==> config.mk <==
export PLATFORM = sky130hd
export DESIGN_NAME = cdb_arbiter
export DESIGN_NICKNAME = d
export VERILOG_FILES = /design/src/rtl/cdb_pkg.sv /design/src/rtl/cdb_result_fifo.sv /design/src/rtl/cdb_arbiter.sv
export SDC_FILE = /design/constraint.sdc
export NUM_CORES = 1
export LEC_CHECK = 0
export CORE_ASPECT_RATIO = 1.75
export CORE_UTILIZATION = 63
export CTS_CLUSTER_DIAMETER = 40
export DETAILED_ROUTE_END_ITERATION = 8
export DONT_BUFFER_PORTS = 1
export PLACE_DENSITY = 0.88
export SLEW_MARGIN = 15
export SYNTH_ARGS = -nofsm -noshare
export SYNTH_HDL_FRONTEND = slang
export SYNTH_SLANG_ARGS = --single-unit
==> constraint.sdc <==
create_clock -name clk -period 5.3 [get_ports clk]
set_clock_uncertainty 0.2 [all_clocks]
set_input_delay 0.795 -clock clk [delete_from_list [all_inputs] [get_ports clk]]
set_output_delay 0.795 -clock clk [all_outputs]
set_load 0.02 [all_outputs]
==> src/rtl/cdb_pkg.sv <==
// Shared types and helpers for the common-data-bus arbiter: result entry layout,
// default widths and the round-robin pick function.
package cdb_pkg;

    localparam int CDB_FU_COUNT  = 8;
    localparam int CDB_BUF_DEPTH = 2;
    localparam int CDB_DATA_W    = 8;
    localparam int CDB_TAG_W     = 4;
    localparam int CDB_ROBID_W   = 8;
    localparam int CDB_PTR_W     = $clog2(CDB_FU_COUNT);

    typedef struct packed {
        logic [CDB_DATA_W-1:0]  val;
        logic [CDB_TAG_W-1:0]   tag;
        logic [CDB_ROBID_W-1:0] robid;
    } cdb_entry_t;

    // One-hot grant of the first requester at or after ptr, wrapping around.
    function automatic logic [CDB_FU_COUNT-1:0] rr_pick(
        input logic [CDB_FU_COUNT-1:0] req,
        input logic [CDB_PTR_W-1:0]    ptr
    );
        logic [CDB_FU_COUNT-1:0] grant;
        logic [CDB_PTR_W-1:0]    idx;
        logic                    found;
        grant = '0;
        found = 1'b0;
        for (int i = 0; i < CDB_FU_COUNT; i++) begin
            idx = CDB_PTR_W'((int'(ptr) + i) % CDB_FU_COUNT);
            if (!found && req[idx]) begin
                grant[idx] = 1'b1;
                found      = 1'b1;
            end
        end
        return grant;
    endfunction

endpackage

==> src/rtl/cdb_result_fifo.sv <==
// Per-FU result buffer: DEPTH-entry FIFO of cdb_entry_t with synchronous flush.
// Callers only push when count < DEPTH and only pop when count > 0.
module cdb_result_fifo
    import cdb_pkg::*;
#(
    parameter int DEPTH = CDB_BUF_DEPTH,
    parameter int CNT_W = $clog2(DEPTH + 1)
) (
    input  logic             clk,
    input  logic             rst,
    input  logic             push,
    input  logic             pop,
    input  logic             flush,
    input  cdb_entry_t       din,
    output cdb_entry_t       head,
    output logic [CNT_W-1:0] count
);

    localparam int AW = $clog2(DEPTH);

    cdb_entry_t    mem [DEPTH];
    logic [AW-1:0] wr_ptr;
    logic [AW-1:0] rd_ptr;

    always_ff @(posedge clk or posedge rst) begin
        if (rst) begin
            wr_ptr <= '0;
            rd_ptr <= '0;
            count  <= '0;
        end else if (flush) begin
            wr_ptr <= '0;
            rd_ptr <= '0;
            count  <= '0;
        end else begin
            if (push) wr_ptr <= wr_ptr + AW'(1);
            if (pop)  rd_ptr <= rd_ptr + AW'(1);
            count <= count + CNT_W'(push) - CNT_W'(pop);
        end
    end

    // Storage needs no reset: count gates every read of it.
    always_ff @(posedge clk) begin
        if (push && !flush) mem[wr_ptr] <= din;
    end

    assign head = mem[rd_ptr];

endmodule

==> src/rtl/cdb_arbiter.sv <==
// Common data bus arbiter: buffers FU results per FU and broadcasts one per cycle.
// Define CDB_ARB_FIXED_PRIO_EN for fixed priority (lowest FU wins); default is round-robin.
module cdb_arbiter
    import cdb_pkg::*;
#(
    parameter int FU_COUNT  = CDB_FU_COUNT,
    parameter int BUF_DEPTH = CDB_BUF_DEPTH
) (
    input  logic                                  clk,
    input  logic                                  rst,
    input  logic                                  flush,
    input  logic [FU_COUNT-1:0]                   fu_valid,
    input  logic [FU_COUNT-1:0][CDB_DATA_W-1:0]   fu_val,
    input  logic [FU_COUNT-1:0][CDB_TAG_W-1:0]    fu_tag,
    input  logic [FU_COUNT-1:0][CDB_ROBID_W-1:0]  fu_robid,
    output logic [FU_COUNT-1:0]                   fu_ready,
    output logic                                  cdbtransmit,
    output logic [CDB_DATA_W-1:0]                 cdbval,
    output logic [CDB_TAG_W-1:0]                  cdbid,
    output logic [CDB_ROBID_W-1:0]                cdbrobid
);

    localparam int CNT_W = $clog2(BUF_DEPTH + 1);
    localparam int PTR_W = $clog2(FU_COUNT);

    cdb_entry_t          din   [FU_COUNT];
    cdb_entry_t          head  [FU_COUNT];
    logic [CNT_W-1:0]    count [FU_COUNT];
    logic [FU_COUNT-1:0] req;
    logic [FU_COUNT-1:0] push;
    logic [FU_COUNT-1:0] grant;
    cdb_entry_t          win_entry;

    for (genvar k = 0; k < FU_COUNT; k++) begin : g_fu
        assign din[k]      = '{val: fu_val[k], tag: fu_tag[k], robid: fu_robid[k]};
        assign fu_ready[k] = count[k] < CNT_W'(BUF_DEPTH);
        assign req[k]      = count[k] != '0;
        assign push[k]     = fu_valid[k] && fu_ready[k];

        cdb_result_fifo #(.DEPTH(BUF_DEPTH), .CNT_W(CNT_W)) u_fifo (
            .clk   (clk),
            .rst   (rst),
            .push  (push[k]),
            .pop   (grant[k]),
            .flush (flush),
            .din   (din[k]),
            .head  (head[k]),
            .count (count[k])
        );
    end

`ifdef CDB_ARB_FIXED_PRIO_EN
    assign grant = req & (~req + FU_COUNT'(1));
`else
    logic [PTR_W-1:0] rr_ptr;
    logic [PTR_W-1:0] win_idx;

    assign grant = rr_pick(req, rr_ptr);

    always_comb begin
        win_idx = '0;
        for (int k = 0; k < FU_COUNT; k++) begin
            if (grant[k]) win_idx = PTR_W'(k);
        end
    end

    // A flushed grant is not a broadcast, so the pointer holds.
    always_ff @(posedge clk or posedge rst) begin
        if (rst) begin
            rr_ptr <= '0;
        end else if (!flush && (grant != '0)) begin
            rr_ptr <= (int'(win_idx) == FU_COUNT - 1) ? '0 : win_idx + PTR_W'(1);
        end
    end
`endif

    always_comb begin
        win_entry = '0;
        for (int k = 0; k < FU_COUNT; k++) begin
            if (grant[k]) win_entry = win_entry | head[k];
        end
    end

    always_ff @(posedge clk or posedge rst) begin
        if (rst) begin
            cdbtransmit <= 1'b0;
            cdbval      <= '0;
            cdbid       <= '0;
            cdbrobid    <= '0;
        end else if (flush || (grant == '0)) begin
            cdbtransmit <= 1'b0;
            cdbval      <= '0;
            cdbid       <= '0;
            cdbrobid    <= '0;
        end else begin
            cdbtransmit <= 1'b1;
            cdbval      <= win_entry.val;
            cdbid       <= win_entry.tag;
            cdbrobid    <= win_entry.robid;
        end
    end

endmodule

==> Word-level counts from Yosys, hierarchy flattened <==
Memories as Yosys holds them, arrays and structs flattened.
Index checks and enable logic that the tools add are counted.
Widths: inputs -> output; s select.
{ "classes": {"add_sub_neg": 40, "n_mul": 0, "div": 0, "n_lt_le_gt_ge": 24, "eq_ne": 1, "shifts": 0, "n_mux": 123, "n_bitwise": 14, "reduce_logical": 67} }
{ "op_table": {"columns": ["cell", "n"], "rows": [
  ["$mux 20", 8],
  ["$or 20x20->20", 7],
  ["$mux 8", 10],
  ["$mux 1", 73],
  ["$or 8x8->8", 7],
  ["$reduce_bool 2->1", 24],
  ["$logic_and 1x1->1", 32],
  ["$lt 3x4->1 const B", 8],
  ["$bmux 1 s3", 8],
  ["$demux 1 s3", 8],
  ["$ge 3x1->1 const B", 8],
  ["$mux 3", 7],
  ["$add 1x1->1 const B", 16],
  ["$add 2x1->2", 8],
  ["$lt 2x2->1 const B", 8],
  ["$mux 2", 8],
  ["$sub 2x1->2", 8],
  ["$add 3x3->3 const B", 4],
  ["$logic_not 1->1", 8],
  ["$logic_not 8->1", 1],
  ["$reduce_bool 8->1", 1],
  ["$add 3x1->3 const B", 2],
  ["$add 3x2->3 const B", 2],
  ["$mux 4", 1],
  ["2 further kinds", 2]
]} }
{ "word_totals": {"ff_bits": 56, "latch_bits": 0, "ramBits": 320, "romBits": 0, "inputBits": 171, "out_inout_bits": 29, "word_cells": 306, "n_memories": 8} }
{ "mem_list": {"columns": ["name", "words", "width", "read_ports", "rd_ports_with_merged_regs", "write_ports", "line", "source"], "rows": [
  ["g_fu[0].u_fifo.mem", 2, 20, 1, 0, 1, "cdb_result_fifo.sv:21", "cdb_entry_t mem [DEPTH];"],
  ["g_fu[1].u_fifo.mem", 2, 20, 1, 0, 1, "cdb_result_fifo.sv:21", null],
  ["g_fu[2].u_fifo.mem", 2, 20, 1, 0, 1, "cdb_result_fifo.sv:21", null],
  ["g_fu[3].u_fifo.mem", 2, 20, 1, 0, 1, "cdb_result_fifo.sv:21", null],
  ["g_fu[4].u_fifo.mem", 2, 20, 1, 0, 1, "cdb_result_fifo.sv:21", null],
  ["g_fu[5].u_fifo.mem", 2, 20, 1, 0, 1, "cdb_result_fifo.sv:21", null],
  ["2 more memories", null, null, null, null, null, null, null]
]} }

==> Longest topological paths before layout <==
{ "depth": {"word_depth": 41, "depth_mapped": 21, "ltp_nobuf": 16} }

==> Modules after synthesis <==
From an unflattened synthesis, not the netlist that was laid out.
{ "unflattened": {"cells_unflattened": 978, "area_unflattened_um2": 16377.0} }
{ "by_module_without_submodules": {"columns": ["mod", "n_inst", "cells_each", "area_per_inst_um2", "seq_area_each_um2"], "rows": [
  ["cdb_result_fifo", 8, 80, 1655.3, 1301.2],
  ["cdb_arbiter", 1, 338, 3134.3, 600.6]
]} }

==> Least setup slack after synthesis <==
Ideal clock, no wire load.
{ "synth_timing": {"path_type": "register to register", "start": "register rr_ptr[0]", "end": "register rr_ptr[2]", "setup_ns": 0.125, "t_arrival_ns": 4.314, "required_time_ns": 4.975, "setup_slack_ns": 0.660, "stages_incl_launch_ff": 17, "n_path_buf": 4, "synth_period_minus_slack_ns": 4.640, "path_cell_list": "dfrtp_1 > buf_6 > buf_2 > clkbuf_1 > inv_1 > ha_1 > clkbuf_1 > mux4_2 > or4b_4 > o31ai_4 > nand2_1 > o211ai_2 > a211oi_1 > or3_1 > ha_1 > ha_1 > mux2_4"} }
{ "synth_via": {"elab_chain_len": 33, "word_cells_on_any_way": 111, "classes_between": "add/sub: 8; order compare: 16; eq/ne: 1; mux: 55; bitwise: 7; reduce/logical: 24"} }
{ "synth_lines": {"columns": ["element", "line", "source"], "rows": [
  ["start, declared", "cdb_arbiter.sv:55", "logic [PTR_W-1:0] rr_ptr;"],
  ["start signal, assigned", "cdb_arbiter.sv:72", "rr_ptr <= (int'(win_idx) == FU_COUNT - 1) ? '0 : win_idx + PTR_W'(1);"],
  ["branches (longest 23 deep; another with $lt 3x4->1)", null, null],
  ["$mux 8 *", "cdb_pkg.sv:30", "if (!found && req[idx]) begin"],
  ["$mux 1", "cdb_arbiter.sv:63", "if (grant[k]) win_idx = PTR_W'(k);"],
  ["$mux 3 (6 in a row)", "cdb_arbiter.sv:63", null],
  ["$add 3x1->3 or $eq 3x1->1 (tied branches)", "cdb_arbiter.sv:72", null],
  ["$mux 3", "cdb_arbiter.sv:72", null]
]} }
Mark *: on every way between the ends. The select of a mux whose other input is x is not followed.
A chain may end at the register's enable or synchronous reset.

==> Worst setup path after layout <==
{ "layout_timing": {"start": "register rr_ptr[0]", "end": "register g_fu[2].u_fifo.count[1]"} }
{ "layout_via": {"elab_chain_len": 26, "word_cells_on_any_way": 101, "classes_between": "add/sub: 8; order compare: 16; mux: 48; bitwise: 7; reduce/logical: 22"} }
{ "layout_lines": {"columns": ["element", "line", "source"], "rows": [
  ["branches (longest 23 deep; another with $lt 3x4->1)", null, null],
  ["$mux 8 *", "cdb_pkg.sv:30", null],
  ["$sub 2x1->2 *", "cdb_result_fifo.sv:37", "count <= count + CNT_W'(push) - CNT_W'(pop);"],
  ["$mux 2 *", "cdb_result_fifo.sv:30", "end else if (flush) begin"],
  ["end signal, assigned", "cdb_result_fifo.sv:37", null],
  ["end, declared", "cdb_result_fifo.sv:16", "output logic [CNT_W-1:0] count"]
]} }
Marked as above.

==> results by group <==
Yosys
  • Synthesized net count: 1179
  • Synth top area share: 60.5%
  • Synth Warn #: 0
  • Main area contributors after synthesis: edfxtp_1 61%, dfrtp_1 8.8%, mux2_2 5.6%
  • Sequential share of the synthesized area: 69.3%
  • Cell variety after synth: between 50 and 60
  • Yosys top cell by area: edfxtp_1
  • Syn Area/Cell: roughly 16 um^2
  • Synth Register Bits: 376
  • Prevailing post-synth register cell: edfxtp_1
  • Post-synthesis async set-or-reset flop share: 14.9%
  • Number of synthesized flops with an enable pin: 320
  • Cells after synthesis: 984
  • Synthesized cell area: 15900 um^2

Layout
  • Final #Nets: between 1000 and 1500
  • Final core occ: between 70 and 80%
  • Area taken by multi-input logic gates: roughly 4600 um^2
  • Register area: 11000 um^2
  • Most common cell after layout, fill and taps aside: edfxtp_1
  • Synth-to-Final Area Change: 11.0%
  • FILL cells: 1551
  • Most frequent cells in the layout: 320 x edfxtp_1, 85 x mux2i_1, 79 x mux2_2
  • Share of cells above drive strength 1: a little over a fifth

Clock network
  • Post-CTS setup buffers: 0
  • H-tree level count: 2
  • CTS Sinks: about 380
  • CTS Hold Bufs: 0
  • Clock tree from TritonCTS: done
  • Max clock buf depth: 3
  • Worst-Skew Late Latency: 0.53 ns
  • Clock root cell: clkbuf_16
  • Clock Pin Slew Worst Setup and Hold Paths: roughly 0.07 ns
  • Cts repair resizes: 0
  • CTS Buf Count: 37

Hold path
  • Worst hold path class: in2reg
  • Cells on Worst Hold Path: 1
  • Hold_sp: flush
  • Hold path endpoint: g_fu[4].u_fifo.wr_ptr$_DFFE_PP0P_

Place
  • HPWL Detailed: 27300 um
  • DP Worst Slack: 0.778 ns
  • Routability cong.: ~0.90
  • I/O Buffers: 0

Setup path
  • Crit path cell chain: buf_4 > nor3_1 > a21oi_1 > mux4_2 > or4b_4 > nor4_1 > a21oi_1 > and4_1 > inv_2 > buf_4 > ha_1 > inv_1 > ha_1 > xnor2_1 > xnor2_1 > nor2_1
  • Setup crit start kind: flop
  • Critical Path Max Stage Delay: around 0.64 ns
  • Kind of end point of the critical path: flop
  • CP Buf/Inv Count: 4
  • CP required: around 5.5 ns
  • Crit path kind: reg2reg
  • Top delay family on crit path: simple AND/OR/NAND/NOR gates
  • Crit-path max FO: 18
  • R2R Setup Slk: 0.70 ns
  • Slowest cell on the critical path: mux4_2
  • Worst EP arrival: 4.82 ns
  • Worst reg2reg path depth: 16
  • Capturing point of the worst reg2reg path: g_fu[2].u_fifo.count[1]$_DFF_PP0_
  • Reg2reg start: rr_ptr[0]$_DFFE_PP0P_

Global routing
  • Gr ovfl total: 0
  • First-pass GRT wire length: approximately 55000 um
  • Pin count of the biggest net entering global routing: 57
  • Vias in the first global route: 9196
  • All-Layer GR Usage: 30.1%
  • Initial antenna violation count: 0

Power
  • Sw Share: about two fifths
  • Leak: approximately 6.1 nW
  • Total internal power: 7.14 mW
  • Sequential power share: roughly 33%
  • Combinational share of power: 46.1%
  • Total power: 12.0 mW
  • Clock power share: 21.2%
  • PD cells: 680 nW/um^2
  • Net Switching: 4.85 mW
  • Maximum resistive drop on vdd: 0.541 mV

STA
  • Slew Viols, Final: 0
  • Peak Freq: 217 MHz
  • RSZ-0062 raised after global routing: no
  • Final hold violation count: 0
  • Post-route setup slack: 0.698 ns
  • Final setup vio count: 0
  • Actual slew at the worst max-slew pin: 1.24 ns
  • Slew headroom: between 10% and 20%
  • Sum of negative setup slack: 0 ns
  • Fin crit share: ~87%
  • Hold WS: 0.149 ns
  • Final min period: 4.60 ns

Drt
  • Initial DRC count: 686
  • Wire per inst: 28.1 um
  • First-pass DRT Iterations: 7
  • Drt drc: 0
  • Via count: around 8900
  • WL final: 38000 um
  • Via density: 6.56
  • DRT antenna net count: 0

Floorplan
  • Die footprint: 25900 um^2
  • Die H: 212 um
  • Row cnt: 76
  • Core area: between 20000 and 25000 um^2
  • IO Count: 200
  • Die Wd: roughly 120 um
  • Initial Util: 64.2%

Outcome
  • Outcome: completed

Flow run
  • MaxCap Viol Count: 0
[power by group through the flow]
stage | sequential (mW) | combinational (mW) | clock [mW]
4_1_cts | 3.93 | 5.43 | 2.57
2_1_floorplan | 3.81 | 3.76 | 0
3_3_place_gp | 3.97 | 5.33 | 0
6_report | 3.92 | 5.52 | 2.54
3_5_place_dp | 3.98 | 5.38 | 0
5_1_grt | 3.95 | 5.85 | 2.69
[Yosys cell counts, types with 3 or more instances]
library cell / n
a22o_1: 3
nand2_1: 20
dfrtp_1: 56
a221oi_1: 21
o22ai_1: 23
nand3_1: 3
buf_6: 4
a31oi_2: 3
nor2_1: 41
o21ai_0: 5
edfxtp_1: 320
and2_1: 3
a22oi_1: 20
a21oi_1: 12
o22a_1: 20
nor3_1: 21
xor2_1: 14
a21o_1: 9
xnor2_1: 21
a32oi_1: 3
nand2b_1: 3
nor2b_1: 11
and3_1: 4
nor3_2: 3
a31oi_1: 23
nor3b_1: 9
ha_1: 24
nor4_1: 5
mux2i_1: 85
clkbuf_1: 39
inv_1: 25
mux4_2: 10
mux2_2: 79
buf_2: 9
[flip-flops by register name, summed over array words and instances, names as in the netlist]
register and flops:
g_fu.u_fifo.mem 320, g_fu.u_fifo.count 16, cdbrobid 8, cdbval 8
g_fu.u_fifo.rd_ptr 8, g_fu.u_fifo.wr_ptr 8, cdbid 4, rr_ptr 3
cdbtransmit 1
[worst register-to-register path: stages, from the launching register on]
cell,delay (ns)
dfrtp_1,0.52
buf_4,0.27
nor3_1,0.29
a21oi_1,0.09
mux4_2,0.64
or4b_4,0.63
nor4_1,0.43
a21oi_1,0.07
and4_1,0.29
inv_2,0.08
buf_4,0.20
ha_1,0.26
inv_1,0.06
ha_1,0.15
xnor2_1,0.13
xnor2_1,0.13
nor2_1,0.05
[worst max-delay path by stage]
stage,endpoint,cells past startpoint,startpoint
finish,g_fu[2].u_fifo.count[1]$_DFF_PP0_,16,rr_ptr[0]$_DFFE_PP0P_
global route,g_fu[2].u_fifo.count[1]$_DFF_PP0_,16,rr_ptr[1]$_DFFE_PP0P_
CTS,g_fu[2].u_fifo.count[1]$_DFF_PP0_,16,rr_ptr[0]$_DFFE_PP0P_
detailed placement,g_fu[2].u_fifo.count[1]$_DFF_PP0_,16,rr_ptr[0]$_DFFE_PP0P_
global placement,g_fu[2].u_fifo.count[1]$_DFF_PP0_,16,rr_ptr[0]$_DFFE_PP0P_
floorplan,rr_ptr[2]$_DFFE_PP0P_,16,rr_ptr[0]$_DFFE_PP0P_
[per-stage QoR]
| step | instance area, um^2 | instances |
|---|---|---|
| 2_1_floorplan | 15900 | 984 |
| 5_1_grt | 17600 | 1348 |
| 3_5_place_dp | 16400 | 1281 |
| 6_report | 17600 | 1349 |
| 3_3_place_gp | 16400 | 1281 |
| 4_1_cts | 17600 | 1348 |
[cell families (layout without fill, tap and decap cells)]
group           count (synthesis)  in the layout  synth area share, %
compound gates                157            157                 7.52
xor+xnor                       36             36                 2.10
mux                           176            176                 12.6
buf+inv                        81            133                 2.17
other cells                     0              1                    0
simple gates                  134            134                 4.40
fa+ha+maj                      24             24                 1.89
flops                         376            376                 69.3
[final cells by class]
type | instances | area share, %
Clock buffer | 42 | 5.42
Timing Repair Buffer | 39 | 1.66
Sequential cell | 376 | 62.5
Tap cell | 312 | 2.22
Multi-Input combinational cell | 527 | 26.2
Clock inverter | 25 | 1.40
Antenna cell | 1 | 0.0142
Inverter | 27 | 0.575
[per-layer routing]
| layer | vias up | GRT usage, % | part of all wire, % |
|---|---|---|---|
| li1 | 3901 | - | - |
| met1 | 4391 | 32.7 | 32 |
| met2 | 447 | 53.8 | 54 |
| met3 | 112 | 5.45 | 7.3 |
| met4 | 0 | 18.2 | 6.1 |
| met5 | - | 0 | 0 |
No activity file was read; power rests on OpenSTA's default activity.
